--- src/rtl/mem_arbiter.sv ---
// Shares one single-port memory between instruction fetch and load/store traffic,
// with starvation control, misalignment detection and an access timeout.
module mem_arbiter #(
    parameter int unsigned STARVE_LIMIT = 4,
    parameter int unsigned TIMEOUT      = 16
) (
    input  logic        clk,
    input  logic        reset,
    input  logic        i_req,
    input  logic [31:0] i_addr,
    output logic [31:0] i_rdata,
    output logic        i_done,
    input  logic        d_req,
    input  logic        d_we,
    input  logic [31:0] d_addr,
    input  logic [31:0] d_wdata,
    output logic [31:0] d_rdata,
    output logic        d_done,
    output logic        err,
    output logic        busy,
    output logic        mem_req,
    output logic        mem_we,
    output logic [31:0] mem_addr,
    output logic [31:0] mem_wdata,
    input  logic [31:0] mem_rdata,
    input  logic        mem_ack
);

    localparam int unsigned SW = $clog2(STARVE_LIMIT + 1);
    localparam int unsigned TW = $clog2(TIMEOUT);

    typedef enum logic [1:0] {IDLE, ACCESS, DONE} state_t;

    state_t        state;
    logic [SW-1:0] starve_cnt;
    logic [TW-1:0] to_cnt;
    logic          owner_i;
    logic          lat_we;
    logic          grant_i;
    logic [31:0]   g_addr;
    logic [31:0]   cap_data;

    // Data normally wins a tie; fetch wins only once the starvation budget is spent.
    always_comb begin
        grant_i  = i_req && (!d_req || starve_cnt == SW'(STARVE_LIMIT));
        g_addr   = grant_i ? i_addr : d_addr;
        cap_data = mem_ack ? mem_rdata : '0;
    end

    always_ff @(posedge clk or posedge reset) begin
        if (reset) begin
            state      <= IDLE;
            starve_cnt <= '0;
            to_cnt     <= '0;
            owner_i    <= 1'b0;
            lat_we     <= 1'b0;
            i_rdata    <= '0;
            i_done     <= 1'b0;
            d_rdata    <= '0;
            d_done     <= 1'b0;
            err        <= 1'b0;
            busy       <= 1'b0;
            mem_req    <= 1'b0;
            mem_we     <= 1'b0;
            mem_addr   <= '0;
            mem_wdata  <= '0;
        end else begin
            case (state)
                IDLE: begin
                    if (!i_req)
                        starve_cnt <= '0;
                    if (i_req || d_req) begin
                        owner_i <= grant_i;
                        lat_we  <= !grant_i && d_we;
                        busy    <= 1'b1;
                        if (grant_i)
                            starve_cnt <= '0;
                        else if (i_req && starve_cnt != SW'(STARVE_LIMIT))
                            starve_cnt <= starve_cnt + SW'(1);
                        if (g_addr[1:0] != 2'b00) begin
                            state  <= DONE;
                            err    <= 1'b1;
                            i_done <= grant_i;
                            d_done <= !grant_i;
                        end else begin
                            state     <= ACCESS;
                            mem_req   <= 1'b1;
                            mem_addr  <= g_addr;
                            mem_we    <= !grant_i && d_we;
                            mem_wdata <= grant_i ? '0 : d_wdata;
                        end
                    end
                end
                ACCESS: begin
                    to_cnt <= to_cnt + TW'(1);
                    // An ack in the final allowed cycle still counts as success.
                    if (mem_ack || to_cnt == TW'(TIMEOUT - 1)) begin
                        state   <= DONE;
                        mem_req <= 1'b0;
                        mem_we  <= 1'b0;
                        err     <= !mem_ack;
                        if (owner_i) begin
                            i_done  <= 1'b1;
                            i_rdata <= cap_data;
                        end else begin
                            d_done <= 1'b1;
                            if (!lat_we)
                                d_rdata <= cap_data;
                        end
                    end
                end
                DONE: begin
                    state  <= IDLE;
                    i_done <= 1'b0;
                    d_done <= 1'b0;
                    err    <= 1'b0;
                    busy   <= 1'b0;
                    to_cnt <= '0;
                end
                default: state <= IDLE;
            endcase
        end
    end

endmodule

--- config.mk ---
export PLATFORM = sky130hd
export DESIGN_NAME = mem_arbiter
export DESIGN_NICKNAME = d
export VERILOG_FILES = /design/src/rtl/mem_arbiter.sv
export SDC_FILE = /design/constraint.sdc
export NUM_CORES = 1
export LEC_CHECK = 0
export ABC_AREA = 1
export BUFFER_PORTS_ARGS = -buffer_cell sky130_fd_sc_hd__buf_2
export CORE_ASPECT_RATIO = 0.5
export CORE_MARGIN = 8
export CORE_UTILIZATION = 43
export DETAILED_ROUTE_END_ITERATION = 12
export GPL_TIMING_DRIVEN = 1
export HOLD_SLACK_MARGIN = 0.06
export PLACE_DENSITY = 0.76
export RECOVER_POWER = 25
export REMOVE_ABC_BUFFERS = 1
export SKIP_LAST_GASP = 1
export SYNTH_ARGS = -nofsm -noshare
export SYNTH_HDL_FRONTEND = slang
export SYNTH_SLANG_ARGS = --single-unit
--- constraint.sdc ---
create_clock -name clk -period 4.2 [get_ports clk]
set_clock_uncertainty 0.2 [all_clocks]
set_input_delay 0.42 -clock clk [delete_from_list [all_inputs] [get_ports clk]]
set_output_delay 0.42 -clock clk [all_outputs]
set_load 0.03 [all_outputs]
After elaboration in Yosys (flattened, before gate mapping) --
Cells that the tools add are included. Widths: inputs -> output; s select.
Word-level totals: memories kept 0, bits in latches 0, memory bits (read-only) 0, memory bits (writable) 0, logic and storage cells 91, output and inout port bits 134, register bits after elaboration 145, bits of input ports 134
Operators by class: bitwise gates (word level) 3, reduce and logical (&&, ||, !) cells 25, add/subtract/negate cells 2, magnitude comparators 0, shifts and indexed selects 0, div/mod/pow operators 0, equality and inequality tests 11, mux-type cells 35, $mul 0
Operators with widths (number):
- $mux 32 | 3
- $mux 1 | 17
- $mux 3 | 4
- $ne 2x2->1 const B | 6
- $reduce_and 4->1 | 3
- $reduce_and 5->1 | 2
- $pmux 1 s3 | 3
- $pmux 4 s2 | 1
- $reduce_bool 2->1 | 4
- $mux 2 | 3
- $pmux 1 s2 | 3
- $reduce_and 2->1 | 3
- $reduce_and 3->1 | 2
- $add 4x1->4 const B | 1
- $eq 4x4->1 const B | 1
- $pmux 2 s2 | 1
- $add 3x1->3 const B | 1
- $eq 3x3->1 const B | 1
- $logic_and 1x1->1 | 3
- $logic_not 1->1 | 3
- $logic_or 1x1->1 | 3
- $ne 3x3->1 const B | 1
- $not 1->1 | 3
- $reduce_bool 3->1 | 1
- 3 further kinds | 3

Logic depth before layout (Yosys ltp) --
Gate-level depths: netlist of run 1.
word-level depth 8, depth in mapped cells 11, mapped depth without buffers 10

Worst setup path after synthesis of run 1 --
No wires, ideal clock.
kind flip-flop to flip-flop, start point register state[0], end point register err, data arrival time 1.426 ns, buffers on the path 1, required time 3.878 ns, clock period less this slack 1.749 ns, setup slack 2.451 ns, setup time 0.122 ns, stages on the path, launching flop included 10, cells stage by stage dfrtp_1 > inv_1 > ha_1 > buf_2 > nand2_1 > nand2_1 > nor2_1 > nand2_1 > nand2_1 > o21ai_1
Between the ends: cells in the longest elaborated chain, start to end 3, elaborated cells between the ends (all ways) 9, classes of those cells eq/ne (5); mux (1); reduce/logical (3)
Ends and longest elaborated chain:
- start, declared | RTL line 34 | state_t state;
- start signal, assigned | RTL line 52 | state <= IDLE;
- start signal, assigned | RTL line 81 | state <= DONE;
- start signal, assigned | RTL line 86 | state <= ACCESS;
- $eq 2x1->1 (tied with other cells) | RTL line 68 | case (state)
- $ne 2x2->1 (no source line) or $reduce_bool 3->1 (tied branches)
- $reduce_and 4->1 (no source line)
- end signal, assigned | RTL line 101 | err <= !mem_ack;
- end, declared | RTL line 19 | output logic err,
Parallel ways exist; a longest one is shown, timed or not. A chain may end at the register's enable or synchronous reset.

Worst setup path after layout of run 1 --
start point register state[1], end point register mem_wdata[13]
Between the ends: cells in the longest elaborated chain, start to end 2
Ends and longest elaborated chain:
- $logic_not 2->1 | RTL line 68
- $reduce_and 3->1 (no source line)
- end signal, assigned | RTL line 90 | mem_wdata <= grant_i ? '0 : d_wdata;
- end, declared | RTL line 24 | output logic [31:0] mem_wdata,
Every way passes these cells.

==> flow_metrics.tcl, run 1 <==
set metrics [dict create \
    netlist_instances 777 \
    die_area_sq_um 19200 \
    fin_nets 1205 \
    crit_buf_inv 2 \
    fmax_ghz 0.360 \
    finalSetupViolCount 0 \
    ant_nets 0 \
    path_cells "inv_1 -> ha_1 -> nand3_4 -> nor2_4 -> inv_4 -> nand2_1 -> nand2_1" \
    period_share_pct 66.2 \
    fp-row-count 31 \
    grt_pass1_vias 6402 \
    cts_tree "done" \
    synth_top_family_by_area "simple AND/OR/NAND/NOR gates" \
    synthArstFlopShare_pct 100 \
    ys_seq_elements 145 \
    drt_iter0_drc 398 \
    gp_congestion 0.803 \
    setup-tns-final_ns 0 \
    grt_start_max_net_pins 91 \
    yosys.area_share.xor_xnor_pct 0.138 \
    cpMaxStageDelayCell "nor2_4" \
    antenna_cells 0 \
    cap_violations 0 \
    clk_pin_slew_ns 0.07 \
    ys.flop_type "dfrtp_1" \
    grt-busiest-layer "met2" \
    ir_worst_vdd_mv 0.338 \
    viasPerCell 4.80 \
    outcome "complete, no violations" \
    slew_viol_final 0 \
    synth.avg_cell_area_sq_um 8.19 \
    synthAdderAreaFrac_pct 1.38 \
    synth_mux_area_share_pct 0 \
    whs_ns 0.0757 \
    synth-compound-area-share_pct 6.45 \
    drive_above_1_share_pct 19.5 \
    synth_area_sq_um 6360 \
    tightestPinTransition_ns 1.15 \
    yosysSeqAreaShare_pct 57.0 \
    slew_headroom_pct 23.4 \
    clockRootBuffer "clkbuf_16" \
    p_per_area_nw_per_um2 830 \
    grt_antenna_before_repair 1 \
    drt_pass1_iterations 4 \
    pin_count 268 \
    crit_arrival_ns 2.85 \
    io_buffer_count 267 \
    cts_max_path_buffers 2 \
    critical_path_peak_fanout 64 \
    rsz0062_at_grt "no" \
    hold_viol 0 \
    drc 0 \
    leakage_nw 4.65 \
    yosys_warnings 0 \
    place_hpwl_mm 13.2 \
    worstSkewPairLatency_ns 0.40 \
    coreArea_sq_um 14500 \
    min_period_ns 2.78 \
    cp_common_cell "nand2_1" \
    grt_pass1_wl_mm 31.6 \
    vias 6118 \
    synth_cell_type_count 23 \
    grt_use_total_pct 20.0 \
    crit_path_start_kind "register" \
    cp-end-kind "register" \
    wl_per_cell_um 15.0 \
    die_y_um 102 \
    clock_sinks 145 \
    syn_to_final_growth_pct 35.3 \
    die_w_um 188 \
    start_util_pct 44.0 \
    grt_util_met3_pct 5.04 \
    grtUsageMet1_pct 22.8 \
    grt-ovfl-total 0 \
    synthSimpleGateAreaFrac_pct 27.9 \
    path_delay_family "simple AND/OR/NAND/NOR gates" \
    grtUsageMet2_pct 35.5 \
    routed_wl_mm 19.1 \
    cts_inserted_buffers 17 \
    htreeDepth 4 \
    worst_hold_path_type "in -> reg" \
    max_stage_delay_ns 0.58 \
    setup.worst_path.class "reg -> reg" \
    synth_edf_count 0 \
    cp.required_ns 4.28 \
]
cell type report:
| type | count | area, sq um |
|---|---|---|
| Tap cell | 198 | 248 |
| Timing Repair Buffer | 308 | 1600 |
| Sequential cell | 145 | 3630 |
| Inverter | 59 | 229 |
| Clock buffer | 18 | 429 |
| Clock inverter | 13 | 186 |
| Multi-Input combinational cell | 533 | 2290 |
| Fill cell | 1347 | 5860 |
synth_stat cells, types with 2 or more instances:
| library cell | n | area share (%) |
|---|---|---|
| clkbuf_1 | 17 | 1.0 |
| a21oi_1 | 9 | 0.71 |
| nand4_1 | 4 | 0.39 |
| nor2_1 | 9 | 0.53 |
| nand3_1 | 45 | 3.5 |
| buf_4 | 6 | 0.71 |
| buf_6 | 6 | 1.1 |
| o21ai_0 | 68 | 5.3 |
| ha_1 | 7 | 1.4 |
| nor2_2 | 2 | 0.20 |
| nand2_1 | 380 | 22 |
| inv_1 | 58 | 3.4 |
| buf_2 | 10 | 0.79 |
| dfrtp_1 | 145 | 57 |
| nor2_4 | 2 | 0.35 |
| o22ai_1 | 2 | 0.20 |
sequential cells by signal, indices dropped and copies added, names as in the netlist, 2 cells and up:
name and cells:
state 2, mem_wdata 32, mem_addr 32, starve_cnt 3, d_rdata 32, to_cnt 4, i_rdata 32
what timing repair did:
item / in CTS / in global routing
resized for setup: 0 / 0
hold buffers: 35 / 0
setup buffers: 0 / 0
hold endpoints to repair: 122 / 0
final timing paths:
check / slack [ns] / end / from / cells after the start
hold reg to reg: 0.27 / mem_wdata[7] / mem_wdata[7] / 2
setup / recovery: 1.42 / mem_wdata[13] / state[1] / 7
max in group asynchronous: 2.34 / d_rdata[25] / reset / 4
min in group asynchronous: 0.55 / i_rdata[31] / reset / 3
hold / removal: 0.08 / i_rdata[17] / mem_rdata[17] / 3
setup reg to reg: 1.42 / mem_wdata[13] / state[1] / 7
power breakdown:
group	internal, mW	switching (mW)
Combinational	0.741	2.34
Clock	0.993	0.582
Sequential	2.08	0.402
cells by family (layout without fill, tap and decap cells):
group / Yosys count / count (layout)
AO/OA/AOI/OAI: 81 / 81
XOR/XNOR: 1 / 1
adder cells (fa/ha/maj): 7 / 7
buffers and inverters: 99 / 398
flip-flops: 145 / 145
AND/OR/NAND/NOR: 444 / 444
stage by stage:
stage / power (mW) / setup slack [ns] / std cells / util (%) / cell area [sq um]
finish: 7.14 / 1.42 / 1274 / 59.5 / 8610
global route: 7.60 / 1.19 / 1274 / 59.5 / 8610
CTS: 7.32 / 1.44 / 1274 / 60.4 / 8740
detailed placement: 5.70 / 1.45 / 1208 / 53.7 / 7770
global placement: 5.60 / 1.59 / 1208 / 53.7 / 7770
floorplan: 4.57 / -0.315 / 737 / - / 6130
layer usage:
layer	share of wire [%]	wire length (um)
met3	6.5	1240
met1	41	7880
met4	3.0	563
met2	49	9380
met5	0.042	8
worst register-to-register path: stages, from the launching register on:
cell	delay, ns
dfrtp_1	0.40
inv_1	0.11
ha_1	0.44
nand3_4	0.18
nor2_4	0.59
inv_4	0.43
nand2_1	0.22
nand2_1	0.09
placed cells by master (no fill, tap or decap), drive strengths merged:
cell type    synthesis  final
nand3               47     47
o22ai                2      2
ha                   7      7
buf                 23    170
clkinvlp             0      4
inv                 59     60
o21ai               69     69
nand2              380    380
a22oi                1      1
dfrtp              145    145
dlygate4sd3          0     35
clkinv               0      4
xor2                 1      1
nand4                4      4
clkbuf              17    121
bufinv               0      4
a21oi                9      9
nor2                13     13
No activity file was read; power rests on OpenSTA's default activity.
==> inputs of run 2 (changes only) <==
==> constraint.sdc (replaced) <==
create_clock -name clk -period 2.4 [get_ports clk]
set_clock_uncertainty 0.2 [all_clocks]
set_input_delay 0.24 -clock clk [delete_from_list [all_inputs] [get_ports clk]]
set_output_delay 0.24 -clock clk [all_outputs]
set_load 0.03 [all_outputs]
==> run 2 against run 1 <==
Effect of this change: sequential power rose by 75%; final area rose by 13%; clock power rose by 59%; sequential share of layout area fell by 4.8 points; setup slack got worse by 1.3 ns; global-route usage rose by 2.6 points; cell count rose by 8.0%; wire length rose by 14%.
==> flow_metrics.tcl, run 2 (same netlist as run 1, synthesis figures left out) <==
set metrics [dict create \
    cts_tree "done" \
    fp-row-count 31 \
    met1_length_mm 8.37 \
    ir_worst_vdd_mv 0.790 \
    crit_path_start_kind "register" \
    clockRootBuffer "clkbuf_16" \
    wl_met3_mm 1.75 \
    routed_wl_mm 21.8 \
    rrSetupSlack_ns 0.13 \
    final_cell_mix "nand2_1 (377), buf_2 (261), dfrtp_1 (145)" \
    cpMaxStageDelayCell "dlygate4sd3_1" \
    start_util_pct 44.0 \
    layout_commonest_cell "nand2_1" \
    ant_nets 0 \
    place_hpwl_mm 13.3 \
    critical_path_peak_fanout 30 \
    rr_worst_depth 11 \
    grt_use_total_pct 22.6 \
    clk_pin_slew_ns 0.06 \
    vias 6642 \
    cp_common_cell "nand2_1" \
    max_stage_delay_ns 0.59 \
    cap_violations 0 \
    htreeDepth 4 \
    drt_iter0_drc 425 \
    grt_antenna_before_repair 2 \
    pin_count 268 \
    die_y_um 102 \
    cp-end-kind "register" \
    cts_setup_buffers 0 \
    grt_pass1_vias 7010 \
    placed_cell_area_sq_um 7850 \
    crit_cells 11 \
    p_total_mw 12.7 \
    grt_pass1_wl_mm 35.2 \
    worstSetupEndpoint "mem_addr[24]" \
    drive_above_1_share_pct 26.7 \
    viasPerCell 4.83 \
    grt_start_max_net_pins 65 \
    die_area_sq_um 19200 \
    tightestPinTransition_ns 1.12 \
    fmax_ghz 0.440 \
    grt-ovfl-total 0 \
    outcome "complete, no violations" \
    io_buffer_count 267 \
    timing.rr.end "mem_addr[24]" \
    leakage_nw 5.40 \
    hold_viol 0 \
    gp_congestion 0.825 \
    path_cells "inv_1 -> ha_1 -> nand2_1 -> nand2_1 -> nand2_2 -> buf_12 -> nand2_1 -> nand2_1 -> dlygate4sd3_1 -> nand2_1 -> nand2_1" \
    cp.required_ns 2.48 \
    slew_viol_final 0 \
    crit_arrival_ns 2.35 \
    clock_sinks 145 \
    final_cell_area_sq_um 9700 \
    die_w_um 188 \
    worstSkewPairLatency_ns 0.40 \
    highest_layer "met4" \
    setup.worst_path.class "reg -> reg" \
    min_period_ns 2.27 \
    placed_cells 1213 \
    p_per_area_nw_per_um2 1310 \
    slew_headroom_pct 25.5 \
    fin_nets 1304 \
    crit_start "starve_cnt[0]" \
    r2r-start "starve_cnt[0]" \
    cts_inserted_buffers 17 \
    worst_hold_path_type "in -> reg" \
    finalSetupViolCount 0 \
    cts_max_path_buffers 2 \
    syn_to_final_growth_pct 52.5 \
    wl_per_cell_um 15.8 \
    crit_buf_inv 3 \
    period_share_pct 94.6 \
    drt_pass1_iterations 5 \
    met2_length_mm 10.9 \
    drc 0 \
    coreArea_sq_um 14500 \
    path_delay_family "buffers and inverters" \
    layout.cells.non_filler 1376 \
]
[run 2: worst register-to-register path: cells and delay by family (launching register included)]
kind                     cells  cell delay [ns]
AND/OR/NAND/NOR              7             0.54
flip-flops                   1             0.37
buffers and inverters        3             0.86
adder cells (fa/ha/maj)      1             0.18
[run 2: routing by layer]
layer	GRT usage, %	up-vias
met5	0	-
li1	-	3182
met4	11.3	0
met2	39.9	325
met1	24.9	3063
met3	6.88	72
[run 2: area by class of cell]
class / instances / area [sq um]
repair buffers: 407 / 2740
fillers: 1071 / 4760
clock inverters: 11 / 104
multi-input cells: 533 / 2290
inverters: 59 / 228
well taps: 198 / 248
clock buffers: 21 / 460
diodes: 2 / 5.00
flip-flops and latches: 145 / 3630
[run 2: where the power goes]
group | switching, mW | total (mW) | internal [mW]
registers | 0.688 | 4.33 | 3.64
logic | 4.23 | 5.90 | 1.67
clock network | 1.02 | 2.51 | 1.49
total | 5.94 | 12.7 | 6.80
[run 2: repair_timing]
item	CTS	global route
gates resized for setup	0	5
hold buffers	129	0
setup endpoints to repair	0	6
endpoints found under the hold margin	181	0
[run 2: worst min path at each step]
stage          startpoint           end  slack (ns)  depth (start not counted)
3_5_place_dp        reset  mem_wdata[7]        0.12                          2
2_1_floorplan  d_wdata[0]  mem_wdata[0]        0.16                          2
3_3_place_gp        reset  mem_wdata[7]        0.11                          2
5_1_grt         i_addr[1]        mem_we        0.13                          6
6_report          mem_ack           err        0.11                          4
4_1_cts         i_addr[0]        mem_we        0.08                          6
[run 2: metrics by stage]
stage               hold WS [ns]  util, %  worst slack (ns)  TNS [ns]
floorplan                  0.157        -             -1.93   -283.70
global placement           0.111     54.2             0.395         0
detailed placement         0.121     54.2             0.280         0
CTS                       0.0780     67.1            0.0303         0
global route               0.128     67.1           -0.0176   -0.0176
finish                     0.112     67.1             0.129         0
